===== src/rtl/exp_align_ctrl.sv =====
// Exponent alignment controller: collects GROUP exponents, then emits each one's
// shift relative to the group maximum. Optional macro ALIGN_SAT_EN clamps the shift to SHIFT_MAX.
module exp_align_ctrl #(
  parameter int EXP_W     = 5,
  parameter int GROUP     = 9,
  parameter int SHIFT_MAX = 15
) (
  input  logic             clk,
  input  logic             rst_n,
  input  logic             in_valid,
  output logic             in_ready,
  input  logic [EXP_W-1:0] in_exp,
  output logic             out_valid,
  input  logic             out_ready,
  output logic [EXP_W-1:0] out_shift,
  output logic [EXP_W-1:0] out_max,
  output logic [3:0]       out_idx,
  output logic             out_last,
  output logic             busy
);

  typedef enum logic [1:0] {IDLE, COLLECT, EMIT} state_t;

  localparam logic [3:0] LAST = 4'(GROUP - 1);

  state_t           state;
  logic [3:0]       cnt;
  logic [3:0]       idx;
  logic [EXP_W-1:0] max_q;
  logic [EXP_W-1:0] buf_q [GROUP];

  logic in_fire;
  logic out_fire;

  assign in_fire  = in_valid && in_ready;
  assign out_fire = out_valid && out_ready;

  // NOTE: state is updated with non-blocking assignments only, so every branch
  // below sees the pre-edge values of cnt, idx and max_q.
  always_ff @(posedge clk or negedge rst_n) begin
    if (!rst_n) begin
      state     <= IDLE;
      cnt       <= '0;
      idx       <= '0;
      max_q     <= '0;
      in_ready  <= 1'b0;
      out_valid <= 1'b0;
      busy      <= 1'b0;
      // NOTE: the buffer is reset on purpose so a group cut short by reset
      // leaves nothing behind; drop this loop if a plain RAM is ever needed.
      for (int i = 0; i < GROUP; i++) buf_q[i] <= '0;
    end else begin
      case (state)
        IDLE: begin
          in_ready <= 1'b1;
          if (in_fire) begin
            // First element seeds the max directly; nothing stale is compared.
            buf_q[0] <= in_exp;
            max_q    <= in_exp;
            cnt      <= 4'd1;
            busy     <= 1'b1;
            state    <= COLLECT;
          end
        end

        COLLECT: begin
          if (in_fire) begin
            buf_q[cnt] <= in_exp;
            if (in_exp > max_q) max_q <= in_exp;
            if (cnt == LAST) begin
              cnt       <= '0;
              in_ready  <= 1'b0;
              out_valid <= 1'b1;
              state     <= EMIT;
            end else begin
              cnt <= cnt + 4'd1;
            end
          end
        end

        EMIT: begin
          if (out_fire) begin
            if (idx == LAST) begin
              idx       <= '0;
              out_valid <= 1'b0;
              in_ready  <= 1'b1;
              busy      <= 1'b0;
              state     <= IDLE;
            end else begin
              idx <= idx + 4'd1;
            end
          end
        end

        default: state <= IDLE;
      endcase
    end
  end

  // max_q dominates every buffered element, so the difference never wraps.
  logic [EXP_W-1:0] diff;
  logic [EXP_W-1:0] shift_sel;

  assign diff = max_q - buf_q[idx];

`ifdef ALIGN_SAT_EN
  localparam logic [EXP_W-1:0] SHIFT_LIM = EXP_W'(SHIFT_MAX);
  assign shift_sel = (diff > SHIFT_LIM) ? SHIFT_LIM : diff;
`else
  assign shift_sel = diff;
`endif

  assign out_shift = out_valid ? shift_sel : '0;
  assign out_max   = out_valid ? max_q : '0;
  assign out_idx   = out_valid ? idx : '0;
  assign out_last  = out_valid && (idx == LAST);

endmodule


===== config.mk =====
export PLATFORM = sky130hd
export DESIGN_NAME = exp_align_ctrl
export DESIGN_NICKNAME = d
export VERILOG_FILES = /design/src/rtl/exp_align_ctrl.sv
export SDC_FILE = /design/constraint.sdc
export NUM_CORES = 1
export LEC_CHECK = 0
export ABC_AREA = 1
export BUFFER_PORTS_ARGS = -buffer_cell sky130_fd_sc_hd__buf_2
export CAP_MARGIN = 20
export CORE_MARGIN = 10
export CORE_UTILIZATION = 35
export CTS_CLUSTER_DIAMETER = 80
export DETAILED_ROUTE_END_ITERATION = 16
export PLACE_DENSITY = 0.53
export SLEW_MARGIN = 0
export SYNTH_ARGS = -nofsm -noshare
export SYNTH_HDL_FRONTEND = slang
export SYNTH_SLANG_ARGS = --single-unit
export TNS_END_PERCENT = 10

===== constraint.sdc =====
create_clock -name clk -period 3.33 [get_ports clk]
set_input_delay 0.4995 -clock clk [delete_from_list [all_inputs] [get_ports clk]]
set_output_delay 0.4995 -clock clk [all_outputs]
set_load 0.05 [all_outputs]

==> metrics.md <==
| Metric | Value |
|---|---|
| Worst Hold Class | in -> async |
| Area share of the largest cell type after synthesis | 46.4% |
| Startpoint types | register |
| DPL Wire Length | 6330 um |
| CP endpoint kind | output pin |
| Hold Vio Cnt, Final | 0 |
| Via Count | 2793 |
| Max VDD drop | 0.245 mV |
| DIE WIDTH | 119 um |
| Initial drt markers | 135 |
| Area growth, synth to finish | 17.4% |
| First-pass DRT Iterations | 4 |
| RSZ-0062 raised after global routing | yes |
| Area post-placement | 3690 um^2 |
| Core Box Area | 9370 um^2 |
| Total leakage power | 1.93 nW |
| Worst R2R Start | max_q[4] |
| Pin count of the biggest net entering global routing | 44 |
| Register area share after synthesis | 46.4% |
| Worst Path Max Fanout | 8 |
| Final min period | 3.16 ns |
| Starting Density | 36.3% |
| Synthesized cell area | 3400 um^2 |
| Top cells by area, synth | dfrtp_1, nand2_1, o21ai_0, ha_1, inv_1 |
| Clock latency on the worst-skew pair | 0.34 ns |
| EDFF count, synth | 0 |
| Initial antenna violation count | 0 |
| Mapped Cells | 409 |
| Die Ht | 119 um |
| Max cap viols | 0 |
| GR Util met2 | 20.2% |
| TritonCTS clock tree | yes |
| Clk buf depth | 2 |
| Reg2Reg Depth | 7 |
| Crit Path Class | reg -> out |
| Reg clk slew, reported paths | 0.07 ns |
| Buffers on Ports | 26 |
| DRC violations left | 0 |
| Max Slew Vio Count | 0 |
| Final Cycle Share | 94.9% |
| I/O pin count | 27 |
| Commonest cells post-synth | nand2_1, dfrtp_1, o21ai_0, inv_1, nor2_1 |
| Setup violations, final | 0 |
| FF-to-FF End | max_q[3] |
| Fmax achieved | 316 MHz |
| Ratio of cells with drive above 1 in the final layout | 21.5% |
| Synth Register Bits | 63 |
| Synthesized area per cell | 8.31 um^2 |
| Final nets | 474 |
| Die area | 14100 um^2 |
| GR peak layer | met2 |
| Data required, critical path | 2.83 ns |
| Site row count | 35 |
| CTS Root Cell | clkbuf_8 |
| Slew headroom | 61.9% |
| Number of diodes | 0 |
| Met3 GRT Util | 4.05% |
| Gr usage total | 12.3% |
| Routed length per placed instance | 14.4 um |
| Reg2reg setup slack | 1.60 ns |
| Total power | 1.57 mW |
| Post-route ant nets | 0 |
| Total negative slack | 0 ns |
| Clock sinks | 63 |
| Skew final | 0.00740 ns |
| Post-synth top area cell | dfrtp_1 |
| Htree depth | 3 |
| Number of vias per cell | 4.81 |
| DRT Wirelength | 8350 um |
| Pwr dens | 393 nW/um^2 |
| Vias in the first global route | 2863 |
| Gp weighted congestion | 0.807 |
| Async SR Flop Fraction | 100% |
| Fin util | 42.6% |
| Fin area | 3990 um^2 |
| Ys Warns | 0 |
| Num CTS Buffers | 9 |
| Unique masters post-synth | 31 |
| Crit path DAT | 2.66 ns |
| Outcome | completed |
| Cell with the most instances after synthesis | nand2_1 |
| Syn_nets | 435 |
| Post-synth top flop | dfrtp_1 |
| Least-Margin Pin Slew | 0.572 ns |
| Routing usage on met1 | 15.3% |
| Grt total ovfl | 0 |
| First-pass GRT wire length | 14300 um |
==> through the flow <==
step / setup slack, ns / hold slack [ns] / instances
CTS: 0.00620 / 0.129 / 580
global placement: 0.372 / 0.467 / 565
finish: 0.170 / 0.134 / 581
detailed placement: 0.306 / 0.475 / 565
global route: -0.0509 / 0.143 / 581
floorplan: 0.0972 / 0.204 / 409
==> cell usage in the layout (no fill, tap or decap), types with 2 or more instances in the layout <==
cell type,Yosys,layout
a21oi_1,13,12
ha_1,16,15
nor3_1,2,2
nor2_2,3,5
nand2_1,101,99
inv_1,37,35
buf_6,5,3
nand2_2,5,7
xor2_1,2,2
o211ai_1,6,6
nor2_1,29,27
nand3_1,20,18
buf_4,2,9
dfrtp_1,63,61
o21ai_2,5,7
buf_2,1,24
o22ai_1,2,2
o21ai_0,57,53
o221ai_1,2,2
inv_2,5,7
dfrtp_2,0,2
bufinv_16,0,2
nand3_2,7,9
o21ai_1,16,18
clkbuf_8,0,12
==> layer usage <==
metal  share of wire (%)  up-vias
met5                   0        -
met4                0.83        0
met3                 5.1        7
met2                  48       36
met1                  46     1319
li1                    -     1431
==> flip-flops by register name, summed over array words and instances (netlist names) <==
name       flops
state          2
busy           1
cnt            4
max_q          5
in_ready       1
idx            4
buf_q         45
out_valid      1
==> worst max-delay path by stage <==
| stage | from | end | slack (ns) | cells after the start |
|---|---|---|---|---|
| floorplan | idx[0] | out_shift[4] | 0.1 | 17 |
| global placement | idx[0] | out_shift[4] | 0.37 | 17 |
| detailed placement | idx[0] | out_shift[4] | 0.31 | 17 |
| CTS | idx[0] | out_shift[4] | 0.006 | 17 |
| global route | idx[0] | out_shift[4] | -0.05 | 17 |
| finish | idx[0] | out_shift[4] | 0.17 | 17 |
==> layout make-up <==
| type | instances | area (um^2) |
|---|---|---|
| clock buffer | 12 | 165 |
| multi-input combinational | 292 | 1620 |
| clock inverter | 3 | 65.1 |
| tap | 129 | 161 |
| sequential | 63 | 1580 |
| fill | 980 | 5380 |
| timing repair buffer | 37 | 229 |
| inverter | 45 | 176 |
==> what timing repair did <==
action	4_1_cts	5_1_grt
gates resized for setup	7	20
buffers inserted	0	1
hold buffers	0	0
pin swaps	2	13
gates cloned	0	0
endpoints found under the setup margin	1	2
==> cell families after synthesis <==
| kind of cell | after synthesis | share of synthesized area (%) |
|---|---|---|
| flip-flops | 63 | 46.4 |
| AND/OR/NAND/NOR | 170 | 22.6 |
| AO/OA/AOI/OAI | 103 | 16.6 |
| XOR/XNOR | 2 | 0.515 |
| adder cells (fa/ha/maj) | 17 | 6.48 |
| buffers and inverters | 54 | 7.47 |
==> report_power, final <==
group | internal [mW] | switching (mW)
clock | 0.478 | 0.290
combinational | 0.00605 | 0.0300
sequential | 0.765 | 0
==> critical path: stages, from the launching register on <==
cell	delay, ns
dfrtp_2	0.45
buf_6	0.15
o21ai_2	0.10
o221ai_1	0.13
nand3_1	0.14
nand2_2	0.08
ha_4	0.16
fa_2	0.35
inv_2	0.08
nand3_2	0.07
nand2_1	0.06
nand2_1	0.04
nand2_1	0.08
inv_2	0.04
nand3_2	0.06
nand2_2	0.05
nor2_2	0.11
buf_6	0.16
Power figures use the tool's default switching activity.
